### src/rtl/gpc_pkg.sv
// Shared definitions for the sequential population counter.
//   StIdle/StRun/StDone : FSM state encoding
//   clog2()             : ceil(log2(value)); returns 0 for value <= 1
package gpc_pkg;

  localparam logic [1:0] StIdle = 2'd0;
  localparam logic [1:0] StRun  = 2'd1;
  localparam logic [1:0] StDone = 2'd2;

  function automatic int unsigned clog2(input int unsigned value);
    int unsigned result;
    result = 0;
    while ((32'd1 << result) < value) begin
      result++;
    end
    return result;
  endfunction

endpackage

### src/rtl/gpc3_2.sv
// 3:2 generalised parallel counter: counts the ones among three input bits.
//   in_i  [2:0] : bits to count
//   sum_o [1:0] : number of set bits (0..3)
// Built as a full adder: parity gives the LSB, majority gives the carry.
module gpc3_2 (
  input  logic [2:0] in_i,
  output logic [1:0] sum_o
);

  always_comb begin
    sum_o[0] = ^in_i;
    sum_o[1] = (in_i[0] & in_i[1]) | (in_i[0] & in_i[2]) | (in_i[1] & in_i[2]);
  end

endmodule

### src/rtl/gpc_popcount_seq.sv
// Sequential population counter: accepts one WIDTH-bit word, then folds it
// three bits per cycle through a single shared gpc3_2 into an accumulator.
//   clk       : clock, rising edge
//   rst       : asynchronous active-high reset
//   in_valid  : upstream word valid
//   in_ready  : high only in IDLE (and therefore throughout reset)
//   in_data   : word whose set bits are counted
//   out_valid : high only in DONE
//   out_ready : downstream accepts the result
//   out_count : population count of the accepted word, stable in DONE
// Latency: accept edge -> NCHUNK RUN cycles -> DONE.
module gpc_popcount_seq
  import gpc_pkg::*;
#(
  parameter  int unsigned WIDTH = 16,
  localparam int unsigned CNT_W = clog2(WIDTH + 1)
) (
  input  logic             clk,
  input  logic             rst,
  input  logic             in_valid,
  output logic             in_ready,
  input  logic [WIDTH-1:0] in_data,
  output logic             out_valid,
  input  logic             out_ready,
  output logic [CNT_W-1:0] out_count
);

  localparam int unsigned NCHUNK = (WIDTH + 2) / 3;
  localparam int unsigned PAD_W  = 3 * NCHUNK;
  // Keep the chunk counter at least one bit wide for single-chunk builds.
  localparam int unsigned IDX_W  = (NCHUNK > 1) ? clog2(NCHUNK) : 1;
  localparam logic [IDX_W-1:0] LastChunk = IDX_W'(NCHUNK - 1);

  logic [1:0]       state_q, state_d;
  logic [PAD_W-1:0] shift_q, shift_d;
  logic [CNT_W-1:0] acc_q, acc_d;
  logic [IDX_W-1:0] chunk_q, chunk_d;
  logic [1:0]       chunk_sum;

  gpc3_2 u_gpc (
    .in_i  (shift_q[2:0]),
    .sum_o (chunk_sum)
  );

  always_comb begin
    state_d = state_q;
    shift_d = shift_q;
    acc_d   = acc_q;
    chunk_d = chunk_q;
    case (state_q)
      StIdle: begin
        if (in_valid) begin
          // Zero padding above WIDTH means the last chunk never over-counts.
          shift_d = PAD_W'(in_data);
          acc_d   = '0;
          chunk_d = '0;
          state_d = StRun;
        end
      end
      StRun: begin
        acc_d   = acc_q + CNT_W'(chunk_sum);
        shift_d = shift_q >> 3;
        chunk_d = chunk_q + IDX_W'(1);
        if (chunk_q == LastChunk) begin
          state_d = StDone;
        end
      end
      StDone: begin
        if (out_ready) begin
          state_d = StIdle;
        end
      end
      default: state_d = StIdle;
    endcase
  end

  always_ff @(posedge clk or posedge rst) begin
    if (rst) begin
      state_q <= StIdle;
      shift_q <= '0;
      acc_q   <= '0;
      chunk_q <= '0;
    end else begin
      state_q <= state_d;
      shift_q <= shift_d;
      acc_q   <= acc_d;
      chunk_q <= chunk_d;
    end
  end

  // Decoded straight from state so reset drives in_ready high immediately.
  always_comb begin
    in_ready  = (state_q == StIdle);
    out_valid = (state_q == StDone);
    out_count = acc_q;
  end

endmodule
### config.mk
export PLATFORM = sky130hd
export DESIGN_NAME = gpc_popcount_seq
export DESIGN_NICKNAME = d
export VERILOG_FILES = /design/src/rtl/gpc_pkg.sv /design/src/rtl/gpc3_2.sv /design/src/rtl/gpc_popcount_seq.sv
export SDC_FILE = /design/constraint.sdc
export NUM_CORES = 1
export LEC_CHECK = 0
export ABC_AREA = 1
export CORE_MARGIN = 4
export CORE_UTILIZATION = 40
export CTS_CLUSTER_DIAMETER = 40
export DETAILED_ROUTE_END_ITERATION = 10
export PLACE_DENSITY_LB_ADDON = 0.15
export SLEW_MARGIN = 20
export SYNTH_ARGS = -nofsm -noshare
export SYNTH_HDL_FRONTEND = slang
export SYNTH_SLANG_ARGS = --single-unit
### constraint.sdc
create_clock -name clk -period 4.2 [get_ports clk]
set_clock_uncertainty 0.1 [all_clocks]
set_input_delay 1.05 -clock clk [delete_from_list [all_inputs] [get_ports clk]]
set_output_delay 1.05 -clock clk [all_outputs]
set_load 0.02 [all_outputs]
==> results of run 1 <==
## placed cells by master (no fill, tap or decap)
cell type and count:
sky130_fd_sc_hd__nand4_1 2, sky130_fd_sc_hd__ha_1 4, sky130_fd_sc_hd__nor2_1 2, sky130_fd_sc_hd__fa_1 2, sky130_fd_sc_hd__nor2_2 1, sky130_fd_sc_hd__clkdlybuf4s50_1 26
sky130_fd_sc_hd__clkinv_1 1, sky130_fd_sc_hd__inv_1 5, sky130_fd_sc_hd__nor2_4 1, sky130_fd_sc_hd__nand2_2 1, sky130_fd_sc_hd__dfrtp_1 26, sky130_fd_sc_hd__o22ai_1 2
sky130_fd_sc_hd__inv_2 2, sky130_fd_sc_hd__clkbuf_4 3, sky130_fd_sc_hd__a21oi_1 2, sky130_fd_sc_hd__nand2_4 1, sky130_fd_sc_hd__xnor2_1 2, sky130_fd_sc_hd__nand2_1 33
sky130_fd_sc_hd__nand3_1 50, sky130_fd_sc_hd__o21ai_0 3
## logic make-up after synthesis
family / synth area share
AO/OA/AOI/OAI: 0.0288
XOR/XNOR: 0.0135
flip-flops: 0.500
adder cells (fa/ha/maj): 0.0692
AND/OR/NAND/NOR: 0.330
buffers and inverters: 0.0587
## worst max-delay path by stage
stage                             end  slack (ps)  depth (start not counted)       start
after global routing         in_ready         950                          2  state_q[1]
after global placement    shift_q[15]        1440                          5    in_valid
after detailed placement  shift_q[14]        1400                          5    in_valid
after floorplan              in_ready        2190                          2  state_q[0]
final                        in_ready        1080                          2  state_q[1]
after CTS                    in_ready        1070                          2  state_q[1]
## area by class of cell
| cell class | instances | area share |
|---|---|---|
| inverters | 8 | 0.0189 |
| multi-input cells | 106 | 0.361 |
| well taps | 44 | 0.0346 |
| clock buffers | 3 | 0.0141 |
| repair buffers | 26 | 0.163 |
| flip-flops and latches | 26 | 0.408 |
## stage by stage
step           setup WS [ps]  std cells  hold slack, ps   util  power (mW)
2_1_floorplan           2190        148             366      -       0.792
3_3_place_gp            1440        210             378  0.510       0.903
3_5_place_dp            1400        210             377  0.510       0.922
4_1_cts                 1070        213             402  0.517        1.03
5_1_grt                  950        213             439  0.517        1.13
6_report                1080        213             396  0.517        1.02
## power by group
group,internal (mW),switching (mW),total [mW],leakage (nW)
Combinational,0.194,0.288,0.482,0.392
Sequential,0.351,0.0781,0.429,0.336
Clock,0.0336,0.0723,0.106,0.0138
## worst max-delay path, delay by kind of cell, from the launching register on
family	cells	cell delay, ps
buffers and inverters	1	710
flip-flops	1	480
AND/OR/NAND/NOR	1	460
## sequential cells by signal (all words and copies together), names as in the netlist
signal	count
chunk_q	3
out_count	5
shift_q	16
state_q	2
## layer usage
metal  wire length (µm)  vias up  part of all wire
li1                   -      541                 -
met1               1190      541              0.45
met2               1340       25              0.50
met3                108        4             0.041
met4                 20        0            0.0075
met5                  0        -                 0
==> flow_summary.json, run 1 <==
{
  "status": "finished clean",
  "remaining_routing_drc_violations": 0,
  "grt-ovfl-total": 0,
  "critical_path.startpoint_type": "flop",
  "syn_inst_count": 148,
  "synth_area_um2": 1300,
  "yosysUniqueCellTypes": 20,
  "synth_flop_cell": "sky130_fd_sc_hd__dfrtp_1",
  "cts.sink_count": 26,
  "syn_avg_cell_area_um2": 8.79,
  "area.growth.synth_to_final_pct": 22.4,
  "final_net_count": 197,
  "yosys-top-cells-area": "sky130_fd_sc_hd__dfrtp_1, sky130_fd_sc_hd__nand3_1, sky130_fd_sc_hd__nand2_1, sky130_fd_sc_hd__ha_1, sky130_fd_sc_hd__fa_1",
  "worstPathRequired_ps": 3050,
  "route.final.wire_length_um": 2660,
  "synth-warning-count": 0,
  "cts_setup_buffers": 0,
  "h-tree-depth": 1,
  "timing.critical_path.slowest_cell_delay_ps": 710,
  "f_max_ghz": 0.321,
  "synth_sequential_area_ratio": 0.500,
  "drtIter0Drc": 98,
  "timing.hold.worst_path_depth": 2,
  "min_delay_worst_endpoint": "shift_q[4]",
  "holdCritPathClass": "reg -> reg",
  "synth_top_cells_by_count": "sky130_fd_sc_hd__nand3_1, sky130_fd_sc_hd__nand2_1, sky130_fd_sc_hd__dfrtp_1",
  "met3_usage_in_global_routing": 0.0347,
  "post-route-min-period_ps": 3120,
  "numPortBuffers": 26,
  "drt_pre_antenna_iters": 4,
  "root_buffer": "sky130_fd_sc_hd__clkbuf_4",
  "layout.cell_area.non_filler_um2": 1590,
  "post_dp_cell_area_um2": 1570,
  "seqCellArea_um2": 651,
  "avgViaCountPerCell": 5.22,
  "cts_buffer_depth": 2,
  "critical_path.max_fanout": 15,
  "global_route.usage.total": 0.139,
  "grt_setup_unrepaired": "no",
  "gr_peak_layer": "met2",
  "rows": 20,
  "dieWidth_um": 65.0,
  "max_cap_viol_count": 0,
  "cellLeakagePower_nw": 0.742,
  "synth_largest_area_cell": "sky130_fd_sc_hd__dfrtp_1",
  "antenna_found_initial": 0,
  "detailroute.via_count": 1111,
  "grt_first_pass_wirelength_um": 4730,
  "synth_top_area_frac": 0.500,
  "worst-endpoint-arrival_ps": 1970,
  "ant_nets": 0,
  "hold_path_startpoint": "shift_q[7]",
  "cts_tree": "built",
  "rr_endpoint": "out_count[4]",
  "timing_worst_setup_path_type": "reg -> out",
  "pin_count_of_the_biggest_net_entering_global_routing": 27,
  "clk_pin_slew_worst_paths_ps": 140,
  "vias_in_the_first_global_route": 1127,
  "global_route.usage.met1": 0.172,
  "antenna-diode-count": 0,
  "worst_skew_pair.late_latency_ps": 320,
  "count_of_flip_flops_with_a_built_in_enable_after_synthesis": 0,
  "design.die.area_um2": 4230,
  "yosys_register_bits": 26,
  "post_route_cells_drive_above_1_share": 0.0533,
  "gp_congestion": 0.727,
  "initial_core_utilization": 0.423,
  "synth_fp_nets": 174,
  "crit_chain": "nor2_2 -> clkdlybuf4s50_1",
  "critical_path.endpoint_type": "output port",
  "finalHoldViolCount": 0,
  "worst-r2r-cell-count": 7,
  "finalSetupTns_ps": 0,
  "design.portCount": 27,
  "fp.coreArea_um2": 3080,
  "cts_resized": 0,
  "hpwlAfterDp_um": 1870,
  "synth_async_sr_flop_share": 1.00,
  "hold_buffers": 0,
  "ff2ff_setup_slack_ps": 2150,
  "yosysMostFrequentCell": "sky130_fd_sc_hd__nand3_1",
  "vdd_drop_max_mv": 0.314,
  "power_density_nw_per_um2": 639,
  "avgRoutedWirePerCell_um": 12.5,
  "fillCellCount": 314,
  "crit_slowest_cell": "sky130_fd_sc_hd__clkdlybuf4s50_1",
  "setup_viol": 0,
  "cts_inserted_buffers": 3,
  "final_min_period_over_clock_period": 0.742,
  "floorplan_die_height_um": 65.0,
  "normalized_max_slew_margin": 0.380,
  "grt_use_met2": 0.249,
  "critical_path.reg2reg.startpoint": "shift_q[0]",
  "tightest_slew_ps": 924,
  "area_used_by_multi_input_combinational_logic_um2": 574,
  "maxSlewViolCount": 0
}
Power figures use the tool's default switching activity.
==> inputs of run 2 (changes only) <==
clock period = 2.9 ns   (was 4.2 ns; I/O delays follow)
==> flow_summary.json, run 2 (same netlist as run 1, synthesis figures left out) <==
{
  "grt_first_pass_wirelength_um": 4930,
  "clockPowerShare": 0.121,
  "final_min_period_over_clock_period": 0.831,
  "floorplan_die_height_um": 65.0,
  "dieWidth_um": 65.0,
  "worstPathRequired_ps": 2080,
  "cts_resized": 0,
  "hpwlAfterDp_um": 1840,
  "cts_buffer_depth": 2,
  "route.final.wire_length_um": 2710,
  "global_route.usage.total": 0.147,
  "post-route-min-period_ps": 2410,
  "critical_path.max_fanout": 3,
  "internal_power_uw": 876,
  "gp_congestion": 0.751,
  "setup_viol": 0,
  "netSwitchingFraction": 0.422,
  "vdd_drop_max_mv": 0.459,
  "drt_pre_antenna_iters": 4,
  "cts_tree": "built",
  "largest_reg_flops": 16,
  "commonest_cells_after_routing_fill_and_taps_aside": "sky130_fd_sc_hd__nand3_1, sky130_fd_sc_hd__nand2_1, sky130_fd_sc_hd__dfrtp_1, sky130_fd_sc_hd__clkdlybuf4s50_1, sky130_fd_sc_hd__inv_1",
  "worst_skew_pair.late_latency_ps": 320,
  "fp.coreArea_um2": 3080,
  "crit_slowest_cell": "sky130_fd_sc_hd__clkdlybuf4s50_1",
  "remaining_routing_drc_violations": 0,
  "design.die.area_um2": 4230,
  "seq_power_share": 0.410,
  "post_route_cells_drive_above_1_share": 0.0751,
  "grt-ovfl-total": 0,
  "timing_worst_setup_path_type": "reg -> out",
  "design.portCount": 27,
  "f_max_ghz": 0.415,
  "power_switching_uw": 641,
  "place_worst_setup_slack_ps": 831,
  "timing.critical_path.slowest_cell_delay_ps": 590,
  "power.combinational.fraction": 0.469,
  "crit_chain": "inv_2 -> nand2_1 -> inv_1 -> clkdlybuf4s50_1",
  "hold_buffers": 0,
  "cts.sink_count": 26,
  "holdCritPathClass": "reg -> reg",
  "h-tree-depth": 1,
  "final_net_count": 200,
  "critical_path.startpoint_type": "flop",
  "area.growth.synth_to_final_pct": 25.2,
  "avgViaCountPerCell": 5.01,
  "detailroute.via_count": 1088,
  "max_cap_viol_count": 0,
  "antenna-diode-count": 0,
  "normalized_max_slew_margin": 0.659,
  "drtIter0Drc": 41,
  "vias_in_the_first_global_route": 1104,
  "finalSetupTns_ps": 0,
  "maxSlewViolCount": 0,
  "avgRoutedWirePerCell_um": 12.5,
  "status": "finished clean",
  "grt_setup_unrepaired": "no",
  "worst-endpoint-arrival_ps": 1580,
  "tightest_slew_ps": 511,
  "cts_inserted_buffers": 3,
  "rows": 20,
  "max_flop_register": "shift_q",
  "finalHoldViolCount": 0,
  "cts_setup_buffers": 0,
  "clk_pin_slew_worst_paths_ps": 130,
  "antenna_found_initial": 0,
  "numPortBuffers": 26,
  "finalWorstSetupSlack_ps": 491,
  "final_core_utilization": 0.529,
  "initial_core_utilization": 0.423,
  "timing.critical_path.buf_inv": 3,
  "root_buffer": "sky130_fd_sc_hd__clkbuf_4",
  "critical_path.endpoint_type": "output port",
  "mostFrequentLayoutCell": "sky130_fd_sc_hd__nand3_1",
  "ant_nets": 0,
  "worst_path_dominant_cell_family": "buffers and inverters",
  "cellLeakagePower_nw": 0.767,
  "pin_count_of_the_biggest_net_entering_global_routing": 27,
  "power_density_nw_per_um2": 932
}
==> run 2: layout make-up <==
| type | count | area (µm²) |
|---|---|---|
| clock buffer | 4 | 36.3 |
| fill | 299 | 1450 |
| inverter | 8 | 30.0 |
| multi-input combinational | 106 | 574 |
| sequential | 26 | 651 |
| tap | 44 | 55.1 |
| timing repair buffer | 29 | 283 |
==> run 2: worst paths after layout <==
check                           start            to  slack, ps  depth (start not counted)
min reg2reg                shift_q[6]    shift_q[3]        400                          2
max in group asynchronous         rst    shift_q[6]       1800                          3
max                        state_q[0]     out_valid        490                          4
max reg2reg                shift_q[0]  out_count[4]        850                          7
min in group asynchronous         rst    shift_q[0]        640                          3
min                        shift_q[6]    shift_q[3]        400                          2
==> run 2: power by group through the flow <==
stage               sequential, mW  clock [mW]  combinational (mW)
floorplan                    0.638           0               0.508
global placement             0.623           0               0.703
global route                 0.649       0.204               0.821
detailed placement           0.631           0               0.719
CTS                          0.623       0.194               0.726
finish                       0.622       0.184               0.712
==> run 2: routing by layer <==
metal	vias up	track usage	share of wire
met5	-	0	0
li1	550	-	-
met3	2	0.0399	0.035
met1	518	0.189	0.46
met4	0	0.0311	0.0085
met2	18	0.249	0.50
==> run 2: through the flow <==
stage / total power [mW] / instance area, µm² / hold slack (ps) / cells
2_1_floorplan: 1.15 / 1300 / 366 / 148
3_3_place_gp: 1.33 / 1590 / 376 / 213
3_5_place_dp: 1.35 / 1590 / 380 / 213
4_1_cts: 1.54 / 1630 / 412 / 217
5_1_grt: 1.67 / 1630 / 433 / 217
6_report: 1.52 / 1630 / 403 / 217
==> run 2: worst reg2reg max path, cell delays in order, from the launching register on <==
cell	delay, ps
sky130_fd_sc_hd__dfrtp_1	430
sky130_fd_sc_hd__fa_1	490
sky130_fd_sc_hd__ha_1	230
sky130_fd_sc_hd__fa_1	440
sky130_fd_sc_hd__nand3_1	110
sky130_fd_sc_hd__nand2_1	50
sky130_fd_sc_hd__nand3_1	70
sky130_fd_sc_hd__nand2_1	50
==> inputs of run 3 (changes only) <==
clock period = 2.2 ns   (was 2.9 ns; I/O delays follow)
==> flow_summary.json, run 3 (same netlist as run 1, synthesis figures left out) <==
{
  "h-tree-depth": 1,
  "cellLeakagePower_nw": 0.773,
  "final_net_count": 200,
  "root_buffer": "sky130_fd_sc_hd__clkbuf_4",
  "min_delay_worst_endpoint": "shift_q[12]",
  "critical_path.startpoint_type": "flop",
  "timing.hold.worst_path_depth": 2,
  "numPortBuffers": 26,
  "crit_slowest_cell": "sky130_fd_sc_hd__clkdlybuf4s50_1",
  "clockPowerShare": 0.121,
  "worst_skew_pair.late_latency_ps": 320,
  "ant_nets": 0,
  "mostFrequentLayoutCell": "sky130_fd_sc_hd__nand3_1",
  "area.growth.synth_to_final_pct": 25.1,
  "detailroute.via_count": 1112,
  "critical_path.max_fanout": 7,
  "timing.critical_path.buf_inv": 1,
  "ff2ff_setup_slack_ps": 170,
  "hold_path_startpoint": "shift_q[15]",
  "tightest_slew_ps": 503,
  "critical_path.endpoint_type": "output port",
  "dr_wl_met2_um": 1410,
  "max_flop_register": "shift_q",
  "met1_length_um": 1190,
  "worst_path_dominant_cell_family": "buffers and inverters",
  "grt-ovfl-total": 0,
  "route.final.wire_length_um": 2740,
  "antenna-diode-count": 0,
  "post-layout-total-power_mw": 2.00,
  "largest_reg_flops": 16,
  "status": "finished clean",
  "antenna_found_initial": 0,
  "fp.coreArea_um2": 3080,
  "worstPathRequired_ps": 1550,
  "dieWidth_um": 65.0,
  "worst-r2r-cell-count": 7,
  "cts_tree": "built",
  "timing.critical_path.slowest_cell_delay_ps": 630,
  "post-route-min-period_ps": 2050,
  "cts.sink_count": 26,
  "seq_power_share": 0.411,
  "global_route.usage.total": 0.147,
  "max_cap_viol_count": 0,
  "vdd_drop_max_mv": 0.511,
  "wl_met3_um": 109,
  "timing_worst_setup_path_type": "reg -> out",
  "commonest_cells_after_routing_fill_and_taps_aside": "sky130_fd_sc_hd__nand3_1, sky130_fd_sc_hd__nand2_1, sky130_fd_sc_hd__dfrtp_1, sky130_fd_sc_hd__clkdlybuf4s50_1, sky130_fd_sc_hd__inv_1",
  "netSwitchingFraction": 0.425,
  "initial_core_utilization": 0.423,
  "rr_endpoint": "out_count[4]",
  "f_max_ghz": 0.488,
  "fillCellCount": 316,
  "setup_viol": 0,
  "floorplan_die_height_um": 65.0,
  "cts_setup_buffers": 0,
  "rows": 20,
  "critical_path.reg2reg.startpoint": "shift_q[0]",
  "final_min_period_over_clock_period": 0.931,
  "maxSlewViolCount": 0,
  "drtIter0Drc": 52,
  "clk_pin_slew_worst_paths_ps": 140,
  "power_switching_uw": 849,
  "grt_first_pass_wirelength_um": 4880,
  "avgViaCountPerCell": 5.12,
  "routed.top_layer": "met4",
  "avgRoutedWirePerCell_um": 12.6,
  "cts_inserted_buffers": 3,
  "internal_power_mw": 1.15,
  "normalized_max_slew_margin": 0.664,
  "design.die.area_um2": 4230,
  "vias_in_the_first_global_route": 1108,
  "power_density_nw_per_um2": 1230,
  "hpwlAfterDp_um": 1910,
  "remaining_routing_drc_violations": 0,
  "crit_chain": "clkdlybuf4s50_1",
  "drt_pre_antenna_iters": 4,
  "post_route_cells_drive_above_1_share": 0.0809,
  "finalHoldViolCount": 0,
  "worst-endpoint-arrival_ps": 1400,
  "holdCritPathClass": "reg -> reg",
  "pin_count_of_the_biggest_net_entering_global_routing": 27,
  "design.portCount": 27,
  "power.combinational.fraction": 0.467,
  "cts_buffer_depth": 2,
  "finalSetupTns_ps": 0,
  "gp_congestion": 0.736,
  "grt_setup_unrepaired": "no"
}
run 3: what timing repair did:
item / 4_1_cts / 5_1_grt
endpoints found under the setup margin: 2 / 1
hold buffers: 0 / 0
gates resized for setup: 2 / 1
run 3: worst max-delay path by stage:
stage,startpoint,slack [ps],cells after the start,end
5_1_grt,shift_q[0],50,7,out_count[4]
3_3_place_gp,shift_q[0],230,7,out_count[4]
4_1_cts,out_count[2],70,1,out_count[2]
6_report,out_count[2],150,1,out_count[2]
3_5_place_dp,shift_q[0],180,7,out_count[4]
2_1_floorplan,shift_q[0],270,7,out_count[4]
run 3: layout make-up:
| class | instances | area (µm²) | share of cell area |
|---|---|---|---|
| inverter | 8 | 30.0 | 0.0184 |
| tap | 44 | 55.1 | 0.0338 |
| sequential | 26 | 652 | 0.400 |
| timing repair buffer | 29 | 280 | 0.172 |
| multi-input combinational | 106 | 574 | 0.353 |
| clock buffer | 4 | 36.3 | 0.0223 |
run 3: power groups by stage:
stage | logic (mW) | registers, mW | clock network (mW)
floorplan | 0.670 | 0.842 | 0
global placement | 0.927 | 0.821 | 0
detailed placement | 0.959 | 0.832 | 0
CTS | 0.952 | 0.822 | 0.250
global route | 1.07 | 0.856 | 0.274
finish | 0.934 | 0.822 | 0.242
run 3: routing by layer:
metal / global-route usage / vias up
met5: 0 / -
met4: 0.0466 / 0
met3: 0.0277 / 4
met2: 0.253 / 23
met1: 0.186 / 535
li1: - / 550
run 3: stage by stage:
step / worst slack (ps) / cell area [µm²] / cells / util / hold slack (ps)
after global placement: 233 / 1590 / 213 / 0.517 / 376
after detailed placement: 178 / 1590 / 213 / 0.517 / 384
after floorplan: 268 / 1300 / 148 / - / 366
final: 152 / 1630 / 217 / 0.529 / 411
after CTS: 65.0 / 1630 / 217 / 0.528 / 416
after global routing: 51.2 / 1630 / 217 / 0.529 / 427
run 3: tightest hold or removal path: stages, from the launching register on:
cell	delay [ps]
sky130_fd_sc_hd__dfrtp_1	370
sky130_fd_sc_hd__nand2_1	50
sky130_fd_sc_hd__nand3_1	70
